**src/rtl/mem_port_arbiter.sv**
```systemverilog
// Two-port memory arbiter: instruction fetch and data share one memory port.
// Data has priority; fetch is promoted after MAX_CONSEC data grants in a row.
module mem_port_arbiter #(
  parameter int DATA_W     = 32,
  parameter int ADDR_W     = 32,
  parameter int MAX_CONSEC = 4,
  parameter int TIMEOUT    = 64
) (
  input  logic              clock,
  input  logic              reset_n,
  input  logic              if_req,
  input  logic [ADDR_W-1:0] if_addr,
  output logic              if_gnt,
  output logic              if_rvalid,
  output logic [DATA_W-1:0] if_rdata,
  input  logic              d_req,
  input  logic              d_we,
  input  logic [ADDR_W-1:0] d_addr,
  input  logic [DATA_W-1:0] d_wdata,
  output logic              d_gnt,
  output logic              d_rvalid,
  output logic [DATA_W-1:0] d_rdata,
  output logic              mem_req,
  output logic              mem_we,
  output logic [ADDR_W-1:0] mem_addr,
  output logic [DATA_W-1:0] mem_wdata,
  input  logic              mem_ready,
  input  logic [DATA_W-1:0] mem_rdata,
  output logic              err
);

  typedef enum logic [1:0] {IDLE, BUSY_IF, BUSY_D} state_e;

  localparam logic [3:0] STARVE_MAX = 4'(MAX_CONSEC);
  localparam logic [7:0] TMO_LAST   = 8'(TIMEOUT - 1);

  state_e            state_q, state_d;
  logic [3:0]        starve_q, starve_d;
  logic [7:0]        tmo_q, tmo_d;
  logic              if_gnt_q, if_gnt_d;
  logic              if_rvalid_q, if_rvalid_d;
  logic [DATA_W-1:0] if_rdata_q, if_rdata_d;
  logic              d_gnt_q, d_gnt_d;
  logic              d_rvalid_q, d_rvalid_d;
  logic [DATA_W-1:0] d_rdata_q, d_rdata_d;
  logic              mem_req_q, mem_req_d;
  logic              mem_we_q, mem_we_d;
  logic [ADDR_W-1:0] mem_addr_q, mem_addr_d;
  logic [DATA_W-1:0] mem_wdata_q, mem_wdata_d;
  logic              err_q, err_d;
  logic              fetch_wins;

  // Fetch only beats a pending data request once it has been starved long enough.
  assign fetch_wins = if_req && (!d_req || (starve_q == STARVE_MAX));

  always_comb begin
    state_d     = state_q;
    starve_d    = starve_q;
    tmo_d       = tmo_q;
    if_gnt_d    = 1'b0;
    if_rvalid_d = 1'b0;
    if_rdata_d  = if_rdata_q;
    d_gnt_d     = 1'b0;
    d_rvalid_d  = 1'b0;
    d_rdata_d   = d_rdata_q;
    mem_req_d   = mem_req_q;
    mem_we_d    = mem_we_q;
    mem_addr_d  = mem_addr_q;
    mem_wdata_d = mem_wdata_q;
    err_d       = 1'b0;

    case (state_q)
      IDLE: begin
        if (!if_req) begin
          starve_d = '0;
        end
        if (fetch_wins) begin
          state_d     = BUSY_IF;
          starve_d    = '0;
          tmo_d       = '0;
          if_gnt_d    = 1'b1;
          mem_req_d   = 1'b1;
          mem_we_d    = 1'b0;
          mem_addr_d  = if_addr;
          mem_wdata_d = '0;
        end else if (d_req) begin
          state_d     = BUSY_D;
          tmo_d       = '0;
          d_gnt_d     = 1'b1;
          mem_req_d   = 1'b1;
          mem_we_d    = d_we;
          mem_addr_d  = d_addr;
          mem_wdata_d = d_wdata;
          if (if_req && (starve_q != STARVE_MAX)) begin
            starve_d = starve_q + 4'd1;
          end
        end
      end

      BUSY_IF, BUSY_D: begin
        // Requests are ignored here; mem_* stays frozen until the access ends.
        if (mem_ready) begin
          state_d   = IDLE;
          mem_req_d = 1'b0;
          mem_we_d  = 1'b0;
          if (state_q == BUSY_IF) begin
            if_rvalid_d = 1'b1;
            if_rdata_d  = mem_rdata;
          end else begin
            d_rvalid_d = 1'b1;
            if (!mem_we_q) begin
              d_rdata_d = mem_rdata;
            end
          end
        end else if (tmo_q == TMO_LAST) begin
          state_d   = IDLE;
          mem_req_d = 1'b0;
          mem_we_d  = 1'b0;
          err_d     = 1'b1;
        end else begin
          tmo_d = tmo_q + 8'd1;
        end
      end

      default: begin
        state_d   = IDLE;
        mem_req_d = 1'b0;
        mem_we_d  = 1'b0;
      end
    endcase
  end

  always_ff @(posedge clock or negedge reset_n) begin
    if (!reset_n) begin
      state_q     <= IDLE;
      starve_q    <= '0;
      tmo_q       <= '0;
      if_gnt_q    <= 1'b0;
      if_rvalid_q <= 1'b0;
      if_rdata_q  <= '0;
      d_gnt_q     <= 1'b0;
      d_rvalid_q  <= 1'b0;
      d_rdata_q   <= '0;
      mem_req_q   <= 1'b0;
      mem_we_q    <= 1'b0;
      mem_addr_q  <= '0;
      mem_wdata_q <= '0;
      err_q       <= 1'b0;
    end else begin
      state_q     <= state_d;
      starve_q    <= starve_d;
      tmo_q       <= tmo_d;
      if_gnt_q    <= if_gnt_d;
      if_rvalid_q <= if_rvalid_d;
      if_rdata_q  <= if_rdata_d;
      d_gnt_q     <= d_gnt_d;
      d_rvalid_q  <= d_rvalid_d;
      d_rdata_q   <= d_rdata_d;
      mem_req_q   <= mem_req_d;
      mem_we_q    <= mem_we_d;
      mem_addr_q  <= mem_addr_d;
      mem_wdata_q <= mem_wdata_d;
      err_q       <= err_d;
    end
  end

  assign if_gnt    = if_gnt_q;
  assign if_rvalid = if_rvalid_q;
  assign if_rdata  = if_rdata_q;
  assign d_gnt     = d_gnt_q;
  assign d_rvalid  = d_rvalid_q;
  assign d_rdata   = d_rdata_q;
  assign mem_req   = mem_req_q;
  assign mem_we    = mem_we_q;
  assign mem_addr  = mem_addr_q;
  assign mem_wdata = mem_wdata_q;
  assign err       = err_q;

endmodule

```
**config.mk**
```make
export PLATFORM = sky130hd
export DESIGN_NAME = mem_port_arbiter
export DESIGN_NICKNAME = d
export VERILOG_FILES = /design/src/rtl/mem_port_arbiter.sv
export SDC_FILE = /design/constraint.sdc
export NUM_CORES = 1
export LEC_CHECK = 0
export ABC_AREA = 1
export ABC_CLOCK_PERIOD_IN_PS = 2210
export BUFFER_PORTS_ARGS = -buffer_cell sky130_fd_sc_hd__clkbuf_2
export CORE_MARGIN = 4
export CORE_UTILIZATION = 48
export CTS_CLUSTER_DIAMETER = 30
export DETAILED_ROUTE_END_ITERATION = 10
export PLACE_DENSITY_LB_ADDON = 0.25
export SYNTH_ARGS = -nofsm -noshare
export SYNTH_HDL_FRONTEND = slang
export SYNTH_SLANG_ARGS = --single-unit
```
**constraint.sdc**
```tcl
create_clock -name clock -period 2.21 [get_ports clock]
set_clock_uncertainty 0.1 [all_clocks]
set_input_delay 0.442 -clock clock [delete_from_list [all_inputs] [get_ports clock]]
set_output_delay 0.442 -clock clock [all_outputs]
set_load 0.005 [all_outputs]
```
==> results_dict.tcl, run 1 <==
set metrics [dict create \
    synth_top_cell_by_area "dfrtp_1" \
    path_clk_slew_ns 0.07 \
    synth_most_common_cell "nand2_1" \
    ys_seq_elements 149 \
    pre_cts_ws_ns 0.297 \
    finalCritPeriodShare 0.877 \
    coreArea_um2 12700 \
    n_antenna_cell 0 \
    max-vdd-ir-drop_uv 670 \
    min_from "d_wdata[13]" \
    ys_warn_count 0 \
    cts_buffer_depth 2 \
    route.top_layer_used "met4" \
    met2WireLength_mm 7.68 \
    ctsRootBufferMaster "clkbuf_16" \
    clkSinkCount 149 \
    vias 5694 \
    synth.distinct_cells 20 \
    crit_type "flop to flop" \
    critical_path_required_ns 2.40 \
    drc 0 \
    synth_nets 898 \
    yosys_most_used_dff "dfrtp_1" \
    start_util 0.496 \
    wl_met1_mm 6.82 \
    overflow 0 \
    ys_seq_area_frac 0.591 \
    syn_inst 759 \
    antenna_found_initial 0 \
    fin_nets 1163 \
    row_count 41 \
    finalWorstSetupSlack_ns 0.272 \
    place.port_buffers 268 \
    postRouteAntennaNets 0 \
    synth_enable_flop_cells 0 \
    clock_latency_ns 0.41 \
    drt_iter0_markers 367 \
    status "completed" \
    r2r-end "tmo_q[2]" \
    end_kind "flop" \
    max-slew-margin-rel 0.647 \
    drive_gt1_frac 0.312 \
    p_leak_nw 4.97 \
    dieWidth_um 123 \
    hold_class "input port to flop" \
    met3WireLength_mm 1.45 \
    rsz0062_at_grt "no" \
    cts_buffers 17 \
    n_fill_cell 1111 \
    grt_pass1_vias 5324 \
    power.total_w 0.0112 \
    startpoint_type "flop" \
    wire_per_inst_um 13.6 \
    finalNonFillerCells 1209 \
    fp.dieH_um 123 \
    timing.rr.start "state_q[0]" \
    worstRegToRegCells 9 \
    syn_area_um2 6310 \
    synthTopCellsByCount "nand2_1, dfrtp_1, o21ai_0" \
    maxCapViolations 0 \
    synth_top_area_share 0.591 \
    grt_max_degree 66 \
    fmax_ghz 0.516 \
    syn_avg_cell_area_um2 8.31 \
    min_to "mem_wdata[13]" \
    path_max_fanout 11 \
    power_density_nw_per_um2 1320 \
    tns_ns 0 \
    finalSetupViolCount 0 \
    fin_crit_ns 1.94 \
    wl_mm 16.4 \
    grt_use_total 0.217 \
    drt_first_pass_iters 5 \
    finalMaxSlewViolations 0 \
    hpwl_mm 12.2 \
    rrSetupSlack_ns 0.27 \
    cts_tree "yes" \
    dieArea_um2 15000 \
    synthArstFlopShare 1.00 \
    gp_congestion 0.761 \
    dpl.cell_count 1176 \
    hold_viol 0 \
    boundaryPins 269 \
    areaGrowthSynthToFinish_pct 34.2 \
    via_per_inst 4.71 \
    min_path_cells 3 \
    grt_pass1_wl_mm 25.6 \
    crit_start "state_q[0]" \
    cts_setup_buffers 0 \
    synthTopCellsByArea "dfrtp_1, nand2_1, o21ai_0" \
    tightest_slew_ns 0.529 \
    cp.arrival_ns 2.13 \
    htree_levels 4 \
]
-- power breakdown --
part / switching, W / internal (W) / total, W
Sequential: 0.000662 / 0.00391 / 0.00457
Combinational: 0.00221 / 0.00158 / 0.00379
Clock: 0.00123 / 0.00161 / 0.00284
-- final cells by class --
| class | instances | area (um^2) | area share |
|---|---|---|---|
| Timing Repair Buffer | 283 | 1530 | 0.180 |
| Clock inverter | 14 | 154 | 0.0182 |
| Multi-Input combinational cell | 522 | 2230 | 0.263 |
| Tap cell | 172 | 215 | 0.0254 |
| Sequential cell | 149 | 3730 | 0.440 |
| Clock buffer | 18 | 429 | 0.0507 |
| Inverter | 51 | 191 | 0.0226 |
-- kinds of logic after synthesis --
group	Yosys count	share of synthesized area
and+or+nand+nor	437	0.275
DFF	149	0.591
buffers and inverters	88	0.0567
AOI/OAI and AO/OA	76	0.0621
adders and majority gates	5	0.00991
xor gates and xnor gates	4	0.00555
-- worst max-delay path, stage by stage, from the launching register on --
cell     delay (ns)
dfrtp_1        0.41
inv_1          0.07
ha_1           0.26
inv_2          0.11
nor3_1         0.21
nor2_1         0.09
nand2_1        0.27
inv_1          0.15
nand2_1        0.08
o21ai_0        0.07
-- how the worst max path moves through the flow --
stage | endpoint | slack [ns] | cells past startpoint
after global routing | tmo_q[6] | 0.07 | 9
after CTS | tmo_q[2] | 0.28 | 9
final | tmo_q[2] | 0.27 | 9
after global placement | tmo_q[2] | 0.36 | 9
after floorplan | d_rdata[0] | 0.52 | 9
after detailed placement | tmo_q[2] | 0.30 | 9
-- timing repair --
| action | CTS | global route |
|---|---|---|
| hold buffers | 1 | 0 |
| resized for setup | 0 | 0 |
| hold endpoints to repair | 14 | 0 |
-- per-layer routing --
metal  vias to the layer above  global-route usage
met1                      2565               0.274
li1                       2885                   -
met3                        29              0.0599
met2                       215               0.355
met4                         0              0.0882
met5                         -                   0
-- stage by stage --
stage | instance area [um^2] | hold WS, ns | util
finish | 8470 | 0.122 | 0.666
global route | 8470 | 0.116 | 0.666
CTS | 8470 | 0.103 | 0.666
detailed placement | 7880 | 0.190 | 0.619
global placement | 7880 | 0.187 | 0.619
floorplan | 6310 | 0.0464 | -
-- flip-flops by register name, summed over array words and instances, names as in the netlist, 2 cells and up --
| signal | count |
|---|---|
| state_q | 2 |
| starve_q | 4 |
| if_rdata | 32 |
| tmo_q | 8 |
| d_rdata | 32 |
| mem_addr | 32 |
| mem_wdata | 32 |
-- cell usage in the layout, fill, tap and decap left out, types with 4 or more instances in the layout --
cell type | Yosys | layout
buf_12 | 0 | 5
buf_4 | 4 | 9
clkbuf_16 | 0 | 17
clkbuf_2 | 0 | 267
dfrtp_1 | 149 | 149
ha_1 | 5 | 5
inv_1 | 49 | 49
inv_6 | 0 | 5
inv_8 | 0 | 5
nand2_1 | 368 | 367
nand2_2 | 3 | 4
nand3_1 | 50 | 50
nor2_1 | 11 | 11
o21ai_0 | 73 | 73
xor2_1 | 4 | 4
Power figures use the tool's default switching activity.
==> run 2: changes to the inputs <==
--- a/config.mk
+++ b/config.mk
@@ -8,8 +8,11 @@
 export ABC_AREA = 1
 export ABC_CLOCK_PERIOD_IN_PS = 2210
 export BUFFER_PORTS_ARGS = -buffer_cell sky130_fd_sc_hd__clkbuf_2
+export CELL_PAD_IN_SITES_DETAIL_PLACEMENT = 0
+export CELL_PAD_IN_SITES_GLOBAL_PLACEMENT = 1
+export CORE_ASPECT_RATIO = 0.75
 export CORE_MARGIN = 4
-export CORE_UTILIZATION = 48
+export CORE_UTILIZATION = 25
 export CTS_CLUSTER_DIAMETER = 30
 export DETAILED_ROUTE_END_ITERATION = 10
 export PLACE_DENSITY_LB_ADDON = 0.25
==> results_dict.tcl, run 2 (same netlist as run 1, synthesis figures left out) <==
set metrics [dict create \
    drt_iter0_markers 294 \
    path_clk_slew_ns 0.07 \
    grt_pass1_vias 5532 \
    crit_type "flop to flop" \
    postRouteAntennaNets 0 \
    n_antenna_cell 0 \
    cts_buffer_depth 2 \
    wl_mm 18.9 \
    cts_buffers 17 \
    dieWidth_um 191 \
    rsz0062_at_grt "no" \
    boundaryPins 269 \
    overflow 0 \
    dpl.cell_count 1344 \
    dieArea_um2 27900 \
    ctsRootBufferMaster "clkbuf_16" \
    p_leak_nw 4.96 \
    tightest_slew_ns 0.597 \
    end_kind "flop" \
    n_fill_cell 2722 \
    wire_per_inst_um 13.7 \
    drc 0 \
    htree_levels 4 \
    max-vdd-ir-drop_uv 560 \
    drt_first_pass_iters 4 \
    hold_viol 0 \
    p_int_w 0.00721 \
    grt_use_total 0.135 \
    gp_congestion 0.768 \
    grt_max_degree 66 \
    cts_tree "yes" \
    finalCritPeriodShare 0.841 \
    p_sw_frac 0.362 \
    combPwrFrac 0.340 \
    pre_cts_ws_ns 0.295 \
    maxCapViolations 0 \
    fin_crit_ns 1.86 \
    finalWorstSetupSlack_ns 0.352 \
    finalMaxSlewViolations 0 \
    clkSinkCount 149 \
    fin_nets 1165 \
    critical_path_required_ns 2.41 \
    hpwl_mm 13.7 \
    finalSetupViolCount 0 \
    tns_ns 0 \
    path_max_fanout 7 \
    final_area_um2 8690 \
    busiest_layer "met2" \
    clkPwrFrac 0.255 \
    drive_gt1_frac 0.312 \
    grt_pass1_wl_mm 29.9 \
    max-slew-margin-rel 0.602 \
    ctsResizeCount 0 \
    row_count 50 \
    vias 5597 \
    fmax_ghz 0.538 \
    start_util 0.253 \
    cts_hold_repair.buffers 1 \
    via_per_inst 4.06 \
    post_dp_cell_area_um2 8100 \
    finalNonFillerCells 1377 \
    switchingPower_w 0.00408 \
    status "completed" \
    coreArea_um2 24900 \
    final_cell_mix "nand2_1, clkbuf_2, dfrtp_1" \
    use_met3 0.0530 \
    pwr-share-seq 0.405 \
    fp.dieH_um 146 \
    power_density_nw_per_um2 1300 \
    areaGrowthSynthToFinish_pct 37.7 \
    antenna_found_initial 0 \
    place.port_buffers 268 \
    met2_usage 0.200 \
    gr-usage-met1 0.182 \
    cts_setup_buffers 0 \
    startpoint_type "flop" \
    cp.arrival_ns 2.06 \
    hold_class "input port to flop" \
    final_common_cell "nand2_1" \
    clock_latency_ns 0.42 \
]
run 2: worst max-delay path, stage by stage, from the launching register on:
cell and delay, ns:
dfrtp_1 0.40, inv_1 0.06, ha_1 0.27, inv_2 0.12, nor3_1 0.25, nor2_1 0.10, nand2_1 0.17, buf_4 0.18
o21ai_0 0.09
run 2: routing by layer:
metal / up-vias / share of wire
li1: 2879 / -
met1: 2535 / 0.48
met2: 171 / 0.42
met3: 12 / 0.090
met4: 0 / 0.012
met5: - / 0
run 2: path summary, 6_finish.rpt:
check	to	start	slack, ns	cells after the start
worst max register to register	tmo_q[5]	state_q[0]	0.35	8
worst min register to register	mem_addr[14]	mem_addr[14]	0.38	2
worst min-delay path	mem_wdata[23]	d_wdata[23]	0.11	3
max in group asynchronous	d_rdata[18]	reset_n	0.98	3
worst max-delay path	tmo_q[5]	state_q[0]	0.35	8
min in group asynchronous	mem_addr[25]	reset_n	0.40	2
run 2: area by class of cell:
type	instances	area (um^2)	area share
clock buffers	21	450	0.0518
clock inverters	11	128	0.0147
inverters	51	191	0.0220
multi-input cells	522	2230	0.256
flip-flops and latches	149	3730	0.429
well taps	338	423	0.0487
repair buffers	285	1540	0.177
run 2: metrics by stage:
step	hold WS (ns)	utilization	power, W
after global placement	0.287	0.325	0.00855
final	0.113	0.349	0.0113
after floorplan	0.0464	-	0.00645
after global routing	0.0983	0.349	0.0123
after CTS	0.0863	0.349	0.0115
after detailed placement	0.287	0.325	0.00856
run 2: power by group through the flow:
stage | Sequential, W | Clock (W) | Combinational (W)
after floorplan | 0.00464 | 0 | 0.00181
after global placement | 0.00459 | 0 | 0.00395
after detailed placement | 0.00459 | 0 | 0.00397
after CTS | 0.00458 | 0.00299 | 0.00397
after global routing | 0.00473 | 0.00311 | 0.00444
final | 0.00457 | 0.00288 | 0.00384
==> run 3: changes to the inputs <==
--- a/config.mk
+++ b/config.mk
@@ -6,7 +6,7 @@
 export NUM_CORES = 1
 export LEC_CHECK = 0
 export ABC_AREA = 1
-export ABC_CLOCK_PERIOD_IN_PS = 2210
+export ABC_CLOCK_PERIOD_IN_PS = 1840
 export BUFFER_PORTS_ARGS = -buffer_cell sky130_fd_sc_hd__clkbuf_2
 export CELL_PAD_IN_SITES_DETAIL_PLACEMENT = 0
 export CELL_PAD_IN_SITES_GLOBAL_PLACEMENT = 1
==> constraint.sdc (replaced) <==
create_clock -name clock -period 1.84 [get_ports clock]
set_clock_uncertainty 0.1 [all_clocks]
set_input_delay 0.368 -clock clock [delete_from_list [all_inputs] [get_ports clock]]
set_output_delay 0.368 -clock clock [all_outputs]
set_load 0.005 [all_outputs]
==> results_dict.tcl, run 3 (same netlist as run 1, synthesis figures left out) <==
set metrics [dict create \
    clkPwrFrac 0.243 \
    fin_nets 1176 \
    finalWorstSetupSlack_ns 0.140 \
    maxCapViolations 0 \
    critical_path_required_ns 2.04 \
    cts_tree "yes" \
    drt_first_pass_iters 6 \
    seqCellArea_um2 3730 \
    met2WireLength_mm 8.11 \
    wl_met1_mm 9.08 \
    fp.dieH_um 146 \
    cp_slowest_cell "dfrtp_1" \
    finalSetupViolCount 0 \
    pre_cts_ws_ns 0.112 \
    cp_top_family "simple AND/OR/NAND/NOR gates" \
    endpoint "tmo_q[1]" \
    cp.arrival_ns 1.90 \
    htree_levels 4 \
    path_max_fanout 5 \
    whs_ns 0.0375 \
    cts_buffers 17 \
    final_common_cell "nand2_1" \
    worstRegToRegCells 9 \
    combPwrFrac 0.358 \
    gp_congestion 0.766 \
    antenna_found_initial 0 \
    n_antenna_cell 0 \
    switchingPower_w 0.00499 \
    vias 5658 \
    r2r-end "tmo_q[1]" \
    dieArea_um2 27900 \
    overflow 0 \
    via_per_inst 4.08 \
    drive_gt1_frac 0.323 \
    clkSinkCount 149 \
    crit_type "flop to flop" \
    rrSetupSlack_ns 0.14 \
    start_util 0.253 \
    n_fill_cell 2649 \
    wl_mm 19.1 \
    wire_per_inst_um 13.8 \
    tns_ns 0 \
    row_count 50 \
    ctsRootBufferMaster "clkbuf_16" \
    clock_latency_ns 0.42 \
    postRouteAntennaNets 0 \
    cts_buffer_depth 2 \
    timing.critical_path.buf_inv 2 \
    pwr-share-seq 0.399 \
    coreArea_um2 24900 \
    met3WireLength_mm 1.59 \
    p_int_w 0.00874 \
    finalMaxSlewViolations 0 \
    place.port_buffers 268 \
    max-vdd-ir-drop_uv 598 \
    crit_cells 9 \
    final_cell_mix "nand2_1, clkbuf_2, dfrtp_1" \
    areaGrowthSynthToFinish_pct 39.3 \
    p_sw_frac 0.364 \
    grt_pass1_vias 5828 \
    tightest_slew_ns 0.396 \
    fmax_ghz 0.588 \
    drt_iter0_markers 240 \
    hold_class "input port to flop" \
    power_density_nw_per_um2 1560 \
    end_kind "flop" \
    drc 0 \
    hpwl_mm 14.1 \
    grt_use_total 0.139 \
    grt_pass1_wl_mm 31.0 \
    status "completed" \
    path_clk_slew_ns 0.06 \
    max-slew-margin-rel 0.736 \
    startpoint_type "flop" \
    fin_crit_ns 1.70 \
    cp_cell_sequence "inv_1 -> ha_1 -> nand2_1 -> o21ai_0 -> nor2_1 -> nand2_2 -> buf_4 -> nand2_1 -> o21ai_0" \
    grt_max_degree 66 \
    boundaryPins 269 \
    hold_viol 0 \
    multi_input_area_um2 2240 \
    slowest_delay_ns 0.37 \
    p_leak_nw 5.03 \
    dieWidth_um 191 \
    finalCritPeriodShare 0.924 \
    crit_start "state_q[0]" \
    route.top_layer_used "met4" \
    timing.rr.start "state_q[0]" \
]
run 3: cell count changes in the layout (fill, tap and decap cells not counted), sizes merged:
cell / before / now
clkinvlp: 6 / 4
clkinv: 2 / 5
bufinv: 2 / 1
buf: 17 / 28
run 3: what timing repair did:
item                       4_1_cts  5_1_grt
buffers inserted                 0        1
gates resized for setup          0        4
hold endpoints to repair        31        0
setup endpoints to repair        0       16
hold buffers                     1        0
run 3: final cells by class:
cell class,instances,share of cell area
sequential,149,0.424
multi-input combinational,522,0.254
timing repair buffer,296,0.188
clock buffer,21,0.0524
tap,338,0.0481
inverter,51,0.0218
clock inverter,11,0.0115
run 3: how the worst min path moves through the flow:
stage / end / startpoint / slack, ns / depth (start not counted)
6_report: mem_wdata[4] / d_wdata[4] / 0.04 / 3
5_1_grt: mem_wdata[13] / d_wdata[13] / 0.01 / 3
4_1_cts: mem_wdata[4] / d_wdata[4] / 0.01 / 3
3_5_place_dp: mem_addr[25] / reset_n / 0.21 / 1
3_3_place_gp: mem_addr[25] / reset_n / 0.21 / 1
2_1_floorplan: d_gnt / reset_n / -0.03 / 0
run 3: through the flow:
stage | total power [W] | std cells | util | cell area [um^2]
6_report | 0.0137 | 1388 | 0.353 | 8790
5_1_grt | 0.0150 | 1388 | 0.353 | 8790
4_1_cts | 0.0140 | 1387 | 0.352 | 8770
3_5_place_dp | 0.0105 | 1354 | 0.329 | 8200
3_3_place_gp | 0.0105 | 1354 | 0.329 | 8200
2_1_floorplan | 0.00775 | 759 | - | 6310
run 3: power groups by stage:
stage	registers [W]	logic (W)	clock network (W)
after floorplan	0.00558	0.00217	0
after detailed placement	0.00551	0.00502	0
final	0.00548	0.00491	0.00334
after global placement	0.00553	0.00495	0
after global routing	0.00567	0.00567	0.00362
after CTS	0.00549	0.00502	0.00346
run 3: routing by layer:
layer | track usage | up-vias
met2 | 0.209 | 177
li1 | - | 2901
met4 | 0.0463 | 0
met5 | 0 | -
met3 | 0.0516 | 19
met1 | 0.186 | 2561
run 3: worst register-to-register path, cell delays in order, from the launching register on:
cell	delay, ns
dfrtp_1	0.37
inv_1	0.05
ha_1	0.34
nand2_1	0.09
o21ai_0	0.08
nor2_1	0.16
nand2_2	0.11
buf_4	0.16
nand2_1	0.04
o21ai_0	0.08
